<file path="src/rtl/cjb_io_input_cond.sv">
// Input conditioning for the push-button and slide switches: two-flop synchronisers,
// per-line debounce, edge pulses and a sticky press flag acknowledged by the IPDR load.
`timescale 1ns/1ps
module cjb_io_input_cond #(
  parameter int NSW       = 4,
  parameter int DB_CYCLES = 250000,
  parameter int CNT_W     = 18
) (
  input  logic           Clock,
  input  logic           Reset,
  input  logic           PB_raw,
  input  logic [NSW-1:0] SW_raw,
  input  logic           PB_ack,
  output logic           PB1,
  output logic           PB1_pulse,
  output logic           PB1_evt,
  output logic [NSW-1:0] SW,
  output logic [NSW-1:0] SW_chg
);

  // Line 0 is the button (active-high after inversion), lines 1..NSW are the switches.
  localparam int NL = NSW + 1;
  localparam logic [CNT_W-1:0] CNT_LAST = CNT_W'(DB_CYCLES - 1);

  typedef enum logic {
    EVT_EMPTY   = 1'b0,
    EVT_PENDING = 1'b1
  } evt_state_t;

  logic           pb_s1_reg;
  logic           pb_s2_reg;
  logic [NSW-1:0] sw_s1_reg;
  logic [NSW-1:0] sw_s2_reg;
  logic [NL-1:0]  line_sync;
  logic [NL-1:0]  st_vec;
  logic [NL-1:0]  chg_vec;
  evt_state_t     evt_state_reg;

  // Button sync flops rest at 1 so a reset never looks like a press.
  always_ff @(posedge Clock or negedge Reset) begin
    if (!Reset) begin
      pb_s1_reg <= 1'b1;
      pb_s2_reg <= 1'b1;
      sw_s1_reg <= '0;
      sw_s2_reg <= '0;
    end else begin
      pb_s1_reg <= PB_raw;
      pb_s2_reg <= pb_s1_reg;
      sw_s1_reg <= SW_raw;
      sw_s2_reg <= sw_s1_reg;
    end
  end

  assign line_sync = {sw_s2_reg, ~pb_s2_reg};

  generate
    for (genvar gi = 0; gi < NL; gi++) begin : g_line
      logic [CNT_W-1:0] cnt_reg;
      logic             st_reg;
      logic             st_d_reg;
      logic             chg_reg;

      always_ff @(posedge Clock or negedge Reset) begin
        if (!Reset) begin
          cnt_reg  <= '0;
          st_reg   <= 1'b0;
          st_d_reg <= 1'b0;
          chg_reg  <= 1'b0;
        end else begin
          st_d_reg <= st_reg;
          // The button only reports presses; switches report both directions.
          chg_reg  <= (gi == 0) ? (st_reg & ~st_d_reg) : (st_reg ^ st_d_reg);
          if (line_sync[gi] == st_reg) begin
            cnt_reg <= '0;
          end else if (cnt_reg == CNT_LAST) begin
            st_reg  <= line_sync[gi];
            cnt_reg <= '0;
          end else begin
            cnt_reg <= cnt_reg + 1'b1;
          end
        end
      end

      assign st_vec[gi]  = st_reg;
      assign chg_vec[gi] = chg_reg;
    end
  endgenerate

  // A press arriving together with the acknowledge must survive.
  always_ff @(posedge Clock or negedge Reset) begin
    if (!Reset) begin
      evt_state_reg <= EVT_EMPTY;
    end else begin
      case (evt_state_reg)
        EVT_EMPTY:   if (chg_vec[0]) evt_state_reg <= EVT_PENDING;
        EVT_PENDING: if (PB_ack && !chg_vec[0]) evt_state_reg <= EVT_EMPTY;
        default:     evt_state_reg <= EVT_EMPTY;
      endcase
    end
  end

  assign PB1       = st_vec[0];
  assign PB1_pulse = chg_vec[0];
  assign PB1_evt   = (evt_state_reg == EVT_PENDING);
  assign SW        = st_vec[NL-1:1];
  assign SW_chg    = chg_vec[NL-1:1];

endmodule
</file>
<file path="config.mk">
export PLATFORM = sky130hd
export DESIGN_NAME = cjb_io_input_cond
export DESIGN_NICKNAME = d
export VERILOG_FILES = /design/src/rtl/cjb_io_input_cond.sv
export SDC_FILE = /design/constraint.sdc
export NUM_CORES = 1
export LEC_CHECK = 0
export CAP_MARGIN = 5
export CELL_PAD_IN_SITES_DETAIL_PLACEMENT = 0
export CELL_PAD_IN_SITES_GLOBAL_PLACEMENT = 1
export CORE_MARGIN = 2
export CORE_UTILIZATION = 50
export DETAILED_ROUTE_END_ITERATION = 6
export DONT_BUFFER_PORTS = 1
export PLACE_DENSITY = 0.89
export SETUP_SLACK_MARGIN = 0.5
export SYNTH_ARGS = -nofsm -noshare
export SYNTH_HDL_FRONTEND = slang
export SYNTH_SLANG_ARGS = --single-unit
</file>
<file path="constraint.sdc">
create_clock -name Clock -period 2.38 [get_ports Clock]
set_input_delay 0.595 -clock Clock [delete_from_list [all_inputs] [get_ports Clock]]
set_output_delay 0.595 -clock Clock [all_outputs]
set_load 0.1 [all_outputs]
</file>
### After elaboration in Yosys (flattened, before gate mapping)

Index checks and enable logic that the tools add are counted.

* bits in registers: 116
* input bits: 8
* output and inout bits: 11
* logic and storage cells: 73

* muxes and demuxes: 13
* eq/ne operators: 10
* bitwise logic cells: 13
* reduce and logical (&&, ||, !) cells: 7
* add/sub/neg operators: 5

Operator list (count)
* 18-bit 2-to-1 mux: 10
* 18-bit by 1-bit adder with 18-bit output, second input constant: 5
* 18-bit equality test, second input constant: 5
* 2-bit AND reduction: 5
* 1-bit inverter: 8
* 1-bit equality test: 5
* 1-bit bitwise XOR: 4
* 1-bit 2-to-1 mux: 2
* 1-bit case mux with 2 select lines: 1
* 1-bit bitwise AND: 1
* 1-bit logical AND: 1
* 1-bit logical NOT: 1

### Longest topological paths before layout

Gate-level depths: netlist of the first run.

* depth after elaboration: 4
* gate-level depth with buffers: 6
* gate-level depth less buffers: 5

### Worst setup path before layout of the first run

OpenSTA, ideal clock, no wires.

* path kind: register -> register
* from: reg g_line[2].cnt_reg[10]
* to: reg g_line[2].cnt_reg[12]
* data arrival time: 1678 ps
* clock period less this slack: 1796 ps
* stages on the path, launching flop included: 6
* data required time: 2261 ps
* buffers on the path: 1
* setup slack: 584 ps
* library setup time: 119 ps
* cells stage by stage: dfrtp_1 nor4_1 nand4_1 o41ai_4 buf_4 nor2_1

* longest elaborated chain between the ends: 3

RTL lines
* start, declared: RTL line 58 `logic [CNT_W-1:0] cnt_reg;`
* start signal, assigned: RTL line 79 `cnt_reg <= cnt_reg + 1'b1;`
* 18-bit by 1-bit adder with 18-bit output or 18-bit equality test (tied branches): RTL line 79, 75
* 18-bit 2-to-1 mux (*): RTL line 75 `end else if (cnt_reg == CNT_LAST) begin`
* 18-bit 2-to-1 mux (*): RTL line 73 `if (line_sync[gi] == st_reg) begin`

Mark *: on every way between the ends. The rest lies on a longest branch, timed or not.
A chain may end at the register's enable or synchronous reset.

### Worst setup path in the final report of the first run

* from: reg g_line[4].cnt_reg[7]
* to: reg g_line[4].cnt_reg[11]

* longest elaborated chain between the ends: 3

RTL lines (RTL line)
* start, declared: 58
* start signal, assigned: 79
* 18-bit by 1-bit adder with 18-bit output or 18-bit equality test (tied branches): 79, 75
* 18-bit 2-to-1 mux (*): 75
* 18-bit 2-to-1 mux (*): 73

Marks and branches as above.

==> run_summary.xml, run 1 <==
<?xml version="1.0" encoding="UTF-8"?>
<metrics>
  <group name="timing">
    <metric name="timing.final.hold_violations" unit="">116</metric>
    <metric name="grt_setup_unrepaired" unit="">yes</metric>
    <metric name="max-slew-margin-rel" unit="%">67.4</metric>
    <metric name="setup_viol_count_final" unit="">0</metric>
    <metric name="clock_tree_skew_after_final_layout" unit="ps">5.89</metric>
    <metric name="fin_crit" unit="ps">1830</metric>
    <metric name="worstMarginPinSlew" unit="ps">489</metric>
    <metric name="final-max-slew-violation-count" unit="">0</metric>
    <metric name="achievable-frequency" unit="MHz">547</metric>
    <metric name="finalCritPeriodShare" unit="%">76.8</metric>
    <metric name="final.setup.tns" unit="ps">0</metric>
    <metric name="fin_worst_hold_slack" unit="ps">-229</metric>
  </group>
  <group name="floorplanning">
    <metric name="die_w" unit="µm">108</metric>
    <metric name="num_rows" unit="">37</metric>
    <metric name="die_h" unit="µm">108</metric>
    <metric name="coreArea" unit="µm²">10400</metric>
    <metric name="starting_utilization_of_the_core_area" unit="%">52.0</metric>
    <metric name="io-pin-count" unit="">19</metric>
    <metric name="floorplan.die_area" unit="µm²">11700</metric>
  </group>
  <group name="setup_path">
    <metric name="startpoint" unit="">g_line[4].cnt_reg[7]</metric>
    <metric name="ff2ff_setup_slack" unit="ps">550</metric>
    <metric name="cp_cell_sequence" unit="">nor4bb_2, nand2_1, o41ai_4, buf_4, a21oi_1</metric>
    <metric name="worst_setup_path_end_kind" unit="">flip-flop</metric>
    <metric name="worst_setup_path_start_kind" unit="">flip-flop</metric>
    <metric name="reg2regPathDepth" unit="">5</metric>
    <metric name="cp.arrival" unit="ps">2220</metric>
    <metric name="worstPathMaxFanout" unit="">12</metric>
    <metric name="cp_slowest_cell" unit="">sky130_fd_sc_hd__dfrtp_1</metric>
    <metric name="endpoint" unit="">g_line[4].cnt_reg[11]</metric>
    <metric name="worst_ep_required_time" unit="ps">2770</metric>
    <metric name="worst_r2r_endpoint" unit="">g_line[4].cnt_reg[11]</metric>
    <metric name="crit-reg2reg-launch" unit="">g_line[4].cnt_reg[7]</metric>
    <metric name="timing.setup.critical_path_class" unit="">reg -&gt; reg</metric>
    <metric name="critical_path.max_stage_delay" unit="ps">470</metric>
  </group>
  <group name="pwr">
    <metric name="cellLeakagePower" unit="nW">2.62</metric>
    <metric name="finalPower" unit="mW">4.62</metric>
    <metric name="pwr_cell_area" unit="nW/µm²">732</metric>
    <metric name="vdd_ir_drop_max" unit="V">0.000543</metric>
  </group>
  <group name="grt">
    <metric name="grt_max_degree" unit="">117</metric>
    <metric name="antenna_found_initial" unit="">0</metric>
    <metric name="grt_pass1_vias" unit="">3956</metric>
    <metric name="gr-usage-all-layers" unit="%">18.9</metric>
    <metric name="globalRouteOverflowTotal" unit="">0</metric>
    <metric name="grt_first_pass_wirelength" unit="µm">17300</metric>
  </group>
  <group name="routing">
    <metric name="via_count" unit="">3808</metric>
    <metric name="drt_pre_antenna_iters" unit="">4</metric>
    <metric name="postRouteAntennaNets" unit="">0</metric>
    <metric name="detail_route.wl_per_cell" unit="µm">14.3</metric>
    <metric name="routed_wl" unit="µm">9900</metric>
    <metric name="vias_per_cell" unit="">5.49</metric>
    <metric name="detail_route.drc_violations" unit="">0</metric>
    <metric name="drt_iter0_drc" unit="">312</metric>
  </group>
  <group name="synthesis">
    <metric name="syn_area" unit="µm²">5410</metric>
    <metric name="synth_seq_cells" unit="">116</metric>
    <metric name="synthTopCellsByArea" unit="">sky130_fd_sc_hd__dfrtp_1, sky130_fd_sc_hd__xnor2_1, sky130_fd_sc_hd__nor2_1</metric>
    <metric name="async_flop_share" unit="%">100</metric>
    <metric name="synth_edf_count" unit="">0</metric>
    <metric name="synth-main-ff-cell" unit="">sky130_fd_sc_hd__dfrtp_1</metric>
    <metric name="synth.yosys.warnings" unit="">0</metric>
    <metric name="synth_top_area_share" unit="%">52.7</metric>
    <metric name="postSynthNetCount" unit="">534</metric>
    <metric name="post_synth.cell_area_avg" unit="µm²">10.4</metric>
    <metric name="netlist.top_cell.by_area" unit="">sky130_fd_sc_hd__dfrtp_1</metric>
    <metric name="ys_types" unit="">41</metric>
    <metric name="number_of_instances_in_the_synthesized_netlist" unit="">521</metric>
    <metric name="yosysMostFrequentCell" unit="">sky130_fd_sc_hd__dfrtp_1</metric>
    <metric name="yosysSeqAreaShare" unit="%">53.7</metric>
    <metric name="yosys-top-cells-count" unit="">sky130_fd_sc_hd__dfrtp_1, sky130_fd_sc_hd__nor2_1, sky130_fd_sc_hd__xnor2_1</metric>
  </group>
  <group name="flow_run">
    <metric name="drv_cap" unit="">0</metric>
  </group>
  <group name="placed_design">
    <metric name="hpwlAfterDp" unit="µm">6150</metric>
    <metric name="io_buffer_count" unit="">0</metric>
    <metric name="place_congestion" unit="">0.805</metric>
  </group>
  <group name="worst_hold_path">
    <metric name="worst_min_path_class" unit="">in -&gt; async</metric>
  </group>
  <group name="clocking">
    <metric name="clkTransAtPathRegs" unit="ps">60</metric>
    <metric name="clkLatencyLatePin" unit="ps">520</metric>
    <metric name="tritoncts_num_sinks" unit="">116</metric>
    <metric name="tritoncts_clock_tree" unit="">yes</metric>
    <metric name="numCtsBuffers" unit="">17</metric>
    <metric name="root_buffer" unit="">sky130_fd_sc_hd__clkbuf_8</metric>
    <metric name="max-clock-path-buffers" unit="">2</metric>
    <metric name="cts-htree-levels" unit="">4</metric>
  </group>
  <group name="outcome">
    <metric name="failed_checks" unit="">negative hold slack</metric>
    <metric name="run_status" unit="">complete, but fails checks</metric>
  </group>
  <group name="final_layout">
    <metric name="area_delta_synth_final" unit="%">16.7</metric>
    <metric name="num-nets-final" unit="">559</metric>
    <metric name="diodes" unit="">0</metric>
    <metric name="largest_register_ffs" unit="">90</metric>
    <metric name="drive_gt1_share" unit="%">14.2</metric>
  </group>
</metrics>
[area by class of cell]
class	instances	area, µm²
Fill cell	844	4100
Multi-Input combinational cell	369	2380
Clock inverter	8	125
Timing Repair Buffer	25	195
Clock buffer	23	467
Inverter	17	63.8
Tap cell	136	170
Sequential cell	116	2910
[report_power, final]
part / leakage [nW] / total (mW) / internal, mW / switching, mW
Clock: 0.276 / 2.51 / 1.67 / 0.841
Sequential: 1.57 / 2.03 / 2.01 / 0.0257
Combinational: 0.769 / 0.0850 / 0.0369 / 0.0481
[cell families (layout without fill, tap and decap cells)]
group | Yosys count | after routing | synth area share [%]
mux | 4 | 4 | 0.832
buf+inv | 36 | 73 | 3.35
compound gates | 34 | 34 | 4.79
fa+ha+maj | 5 | 5 | 1.16
flops | 116 | 116 | 53.7
xor+xnor | 76 | 76 | 12.3
simple gates | 250 | 250 | 23.9
[repair_timing]
action	4_1_cts	5_1_grt
setup endpoints to repair	38	34
pin swaps	3	3
resized for setup	1	15
endpoints found under the hold margin	116	116
buffers inserted	1	8
[stage by stage]
| stage | std cells | setup WS, ps | utilization [%] | area, µm² | hold WS (ps) |
|---|---|---|---|---|---|
| after floorplan | 521 | 584 | - | 5410 | 299 |
| after global placement | 654 | 481 | 53.6 | 5590 | 302 |
| after detailed placement | 654 | 347 | 53.6 | 5590 | 302 |
| after CTS | 686 | 516 | 59.4 | 6190 | -259 |
| after global routing | 694 | 441 | 60.6 | 6310 | -266 |
| final | 694 | 553 | 60.6 | 6310 | -229 |
[layout by cell type (no fill, tap or decap), types with 4 or more instances in the layout]
master and n:
sky130_fd_sc_hd__a21oi_1 13, sky130_fd_sc_hd__and3_1 4, sky130_fd_sc_hd__and4_1 5, sky130_fd_sc_hd__buf_4 23
sky130_fd_sc_hd__clkbuf_16 16, sky130_fd_sc_hd__clkbuf_8 4, sky130_fd_sc_hd__clkinvlp_4 4, sky130_fd_sc_hd__dfrtp_1 108
sky130_fd_sc_hd__dfrtp_2 6, sky130_fd_sc_hd__ha_1 5, sky130_fd_sc_hd__inv_1 17, sky130_fd_sc_hd__mux2_2 4
sky130_fd_sc_hd__nand2_1 23, sky130_fd_sc_hd__nand3_1 28, sky130_fd_sc_hd__nand4_1 24, sky130_fd_sc_hd__nor2_1 93
sky130_fd_sc_hd__nor3_1 17, sky130_fd_sc_hd__nor4_1 21, sky130_fd_sc_hd__o21ai_0 8, sky130_fd_sc_hd__o31ai_1 6
sky130_fd_sc_hd__or3_1 6, sky130_fd_sc_hd__or4_1 7, sky130_fd_sc_hd__xnor2_1 53, sky130_fd_sc_hd__xor2_1 23
[per-layer routing]
metal | vias to the layer above | GRT usage [%] | wire, µm
met5 | - | 0 | 0
met4 | 0 | 9.71 | 171
met3 | 15 | 6.03 | 375
met2 | 66 | 31.0 | 4960
met1 | 1857 | 22.2 | 4400
li1 | 1870 | - | -
[critical path: cells and delay by family, from the launching register on]
kind / cells / cell delay (ps)
and+or+nand+nor: 2 / 530
AOI/OAI and AO/OA: 2 / 450
DFF: 1 / 470
buffers and inverters: 1 / 240
[how the worst min path moves through the flow]
stage	to	slack, ps
finish	g_line[2].cnt_reg[8]	-230
global route	g_line[2].cnt_reg[12]	-270
CTS	g_line[2].cnt_reg[8]	-260
detailed placement	g_line[2].cnt_reg[15]	300
global placement	g_line[2].cnt_reg[15]	300
floorplan	PB1	300
No activity file was read; power rests on OpenSTA's default activity.
==> inputs of run 2 (changes only) <==
Clock period 2.38 ns to 1.9 ns, I/O delays scaled along.
==> run 2 against run 1 <==
The run still ends with negative hold slack left. Power rose by 27%. Cell area rose by 26%. Register-to-register slack got worse by 390 ps. Global-route usage rose by 5.1 points. Clock skew rose by 11 ps. Worst setup slack got worse by 390 ps. Non-clock buffer count rose by 101. Hold slack got worse by 130 ps. Clock power rose by 24%. Maximum frequency rose by 5.3%. Critical path type unchanged. Critical endpoint is now g_line[2].st_reg.
==> run_summary.xml, run 2 (synthesized netlist as in run 1, its figures left out) <==
<?xml version="1.0" encoding="UTF-8"?>
<metrics>
  <group name="timing">
    <metric name="grt_setup_unrepaired" unit="">yes</metric>
    <metric name="fin_crit" unit="ps">1740</metric>
    <metric name="finalCritPeriodShare" unit="%">91.4</metric>
    <metric name="clock_tree_skew_after_final_layout" unit="ps">16.6</metric>
    <metric name="setup_ws" unit="ps">164</metric>
    <metric name="achievable-frequency" unit="MHz">576</metric>
    <metric name="worstMarginPinSlew" unit="ps">465</metric>
    <metric name="final-max-slew-violation-count" unit="">0</metric>
    <metric name="fin_worst_hold_slack" unit="ps">-356</metric>
    <metric name="max-slew-margin-rel" unit="%">68.7</metric>
    <metric name="final.setup.tns" unit="ps">0</metric>
    <metric name="setup_viol_count_final" unit="">0</metric>
    <metric name="timing.final.hold_violations" unit="">116</metric>
  </group>
  <group name="placed_design">
    <metric name="place_congestion" unit="">0.821</metric>
    <metric name="io_buffer_count" unit="">0</metric>
    <metric name="detailed_place.area" unit="µm²">5800</metric>
    <metric name="hpwlAfterDp" unit="µm">6680</metric>
    <metric name="dpl_worst_slack" unit="ps">86.8</metric>
    <metric name="placedCellCount" unit="">666</metric>
  </group>
  <group name="worst_hold_path">
    <metric name="worst_min_path_class" unit="">in -&gt; async</metric>
  </group>
  <group name="clocking">
    <metric name="clkLatencyLatePin" unit="ps">530</metric>
    <metric name="numCtsBuffers" unit="">17</metric>
    <metric name="tritoncts_clock_tree" unit="">yes</metric>
    <metric name="clkTransAtPathRegs" unit="ps">60</metric>
    <metric name="max-clock-path-buffers" unit="">2</metric>
    <metric name="cts-htree-levels" unit="">4</metric>
    <metric name="cts.hold.buffers_added" unit="">5</metric>
    <metric name="tritoncts_num_sinks" unit="">116</metric>
    <metric name="root_buffer" unit="">sky130_fd_sc_hd__clkbuf_8</metric>
  </group>
  <group name="setup_path">
    <metric name="worst_setup_path_start_kind" unit="">flip-flop</metric>
    <metric name="cp_slowest_cell" unit="">sky130_fd_sc_hd__dfrtp_2</metric>
    <metric name="critical_path.max_stage_delay" unit="ps">430</metric>
    <metric name="cp.arrival" unit="ps">2150</metric>
    <metric name="critical-path-top-cell-by-count" unit="">sky130_fd_sc_hd__buf_4</metric>
    <metric name="cp_cell_sequence" unit="">buf_4, nor2b_1, nand4_1, buf_4, buf_4, nor4_4, mux2_4</metric>
    <metric name="worst_setup_path_end_kind" unit="">flip-flop</metric>
    <metric name="worst_ep_required_time" unit="ps">2310</metric>
    <metric name="timing.setup.critical_path_class" unit="">reg -&gt; reg</metric>
    <metric name="worstPathMaxFanout" unit="">3</metric>
  </group>
  <group name="outcome">
    <metric name="run_status" unit="">complete, but fails checks</metric>
    <metric name="failed_checks" unit="">negative hold slack</metric>
  </group>
  <group name="floorplanning">
    <metric name="coreArea" unit="µm²">10400</metric>
    <metric name="io-pin-count" unit="">19</metric>
    <metric name="num_rows" unit="">37</metric>
    <metric name="floorplan.die_area" unit="µm²">11700</metric>
    <metric name="starting_utilization_of_the_core_area" unit="%">52.0</metric>
    <metric name="die_w" unit="µm">108</metric>
    <metric name="die_h" unit="µm">108</metric>
  </group>
  <group name="final_layout">
    <metric name="fill_count" unit="">610</metric>
    <metric name="largest_register_ffs" unit="">90</metric>
    <metric name="fin_util" unit="%">76.1</metric>
    <metric name="most_common_library_cell_in_the_layout_ignoring_fill_and_taps" unit="">sky130_fd_sc_hd__dfrtp_1</metric>
    <metric name="drive_gt1_share" unit="%">45.2</metric>
    <metric name="diodes" unit="">0</metric>
    <metric name="post_layout_nonfiller_instances" unit="">796</metric>
    <metric name="num-nets-final" unit="">660</metric>
    <metric name="area_delta_synth_final" unit="%">46.5</metric>
    <metric name="commonest_non_fill_non_tap_cells_in_the_layout" unit="">sky130_fd_sc_hd__dfrtp_1, sky130_fd_sc_hd__buf_4, sky130_fd_sc_hd__xnor2_1</metric>
    <metric name="fin_area" unit="µm²">7930</metric>
  </group>
  <group name="pwr">
    <metric name="cellLeakagePower" unit="nW">3.32</metric>
    <metric name="finalPower" unit="mW">5.88</metric>
    <metric name="vdd_ir_drop_max" unit="V">0.000908</metric>
    <metric name="pwr_cell_area" unit="nW/µm²">742</metric>
  </group>
  <group name="routing">
    <metric name="detail_route.wl_per_cell" unit="µm">18.7</metric>
    <metric name="via_count" unit="">4604</metric>
    <metric name="drt_iter0_drc" unit="">264</metric>
    <metric name="detail_route.drc_violations" unit="">0</metric>
    <metric name="postRouteAntennaNets" unit="">0</metric>
    <metric name="drt_pre_antenna_iters" unit="">5</metric>
    <metric name="vias_per_cell" unit="">5.78</metric>
    <metric name="routed_wl" unit="µm">14900</metric>
  </group>
  <group name="grt">
    <metric name="grt_first_pass_wirelength" unit="µm">21700</metric>
    <metric name="gr-usage-all-layers" unit="%">23.9</metric>
    <metric name="grt_pass1_vias" unit="">4608</metric>
    <metric name="antenna_found_initial" unit="">0</metric>
    <metric name="globalRouteOverflowTotal" unit="">0</metric>
    <metric name="grt_max_degree" unit="">117</metric>
  </group>
  <group name="flow_run">
    <metric name="drv_cap" unit="">0</metric>
  </group>
</metrics>
-- run 2: changes by cell type in the layout (fill, tap and decap cells not counted), moves of 8 or more --
cell / delta
sky130_fd_sc_hd__a21oi_1: -9
sky130_fd_sc_hd__buf_6: +12
sky130_fd_sc_hd__buf_12: +8
sky130_fd_sc_hd__a21oi_2: +9
sky130_fd_sc_hd__dfrtp_2: +14
sky130_fd_sc_hd__dfrtp_1: -15
sky130_fd_sc_hd__nor4_1: -12
sky130_fd_sc_hd__nor2_2: +43
sky130_fd_sc_hd__buf_4: +66
sky130_fd_sc_hd__nor2_1: -48
sky130_fd_sc_hd__nor4_4: +11
-- run 2: worst paths after layout --
path	from	endpoint	slack, ps	cells after the start
max reg2reg	g_line[2].cnt_reg[8]	g_line[2].st_reg	160	7
min in group Clock	PB_ack	PB1_evt	110	2
max in group asynchronous	Reset	pb_s2_reg	2000	0
min	Reset	g_line[2].st_reg	-360	0
max	g_line[2].cnt_reg[8]	g_line[2].st_reg	160	7
min reg2reg	sw_s1_reg[3]	sw_s2_reg[3]	350	0
-- run 2: critical path, delay by kind of cell, from the launching register on --
family                 cells  cell delay (ps)
buffers and inverters      3              460
flip-flops                 1              430
multiplexers               1              320
AND/OR/NAND/NOR            3              430
-- run 2: cell type report --
| cell class | instances | area, µm² | area share (%) |
|---|---|---|---|
| clock buffer | 20 | 445 | 5.62 |
| clock inverter | 12 | 130 | 1.64 |
| inverter | 17 | 63.8 | 0.805 |
| multi-input combinational | 369 | 2970 | 37.5 |
| sequential | 116 | 2930 | 37.0 |
| tap | 136 | 170 | 2.15 |
| timing repair buffer | 126 | 1210 | 15.3 |
-- run 2: what timing repair did --
| action | 4_1_cts | 5_1_grt |
|---|---|---|
| setup endpoints to repair | 106 | 106 |
| buffers inserted | 66 | 21 |
| gates resized for setup | 109 | 88 |
| endpoints found under the hold margin | 121 | 116 |
| cloned | 2 | 4 |
| pin swaps | 34 | 29 |
-- run 2: where the power goes --
| part | switching [mW] | internal (mW) | leakage [nW] |
|---|---|---|---|
| logic | 0.116 | 0.123 | 1.50 |
| clock network | 1.17 | 1.93 | 0.269 |
| registers | 0.0379 | 2.51 | 1.55 |
-- run 2: layer usage --
metal  part of all wire, %  global-route usage (%)
met1                    40                    29.0
met2                    54                    39.9
met3                   4.3                    5.91
met4                   2.6                    11.8
met5                     0                       0
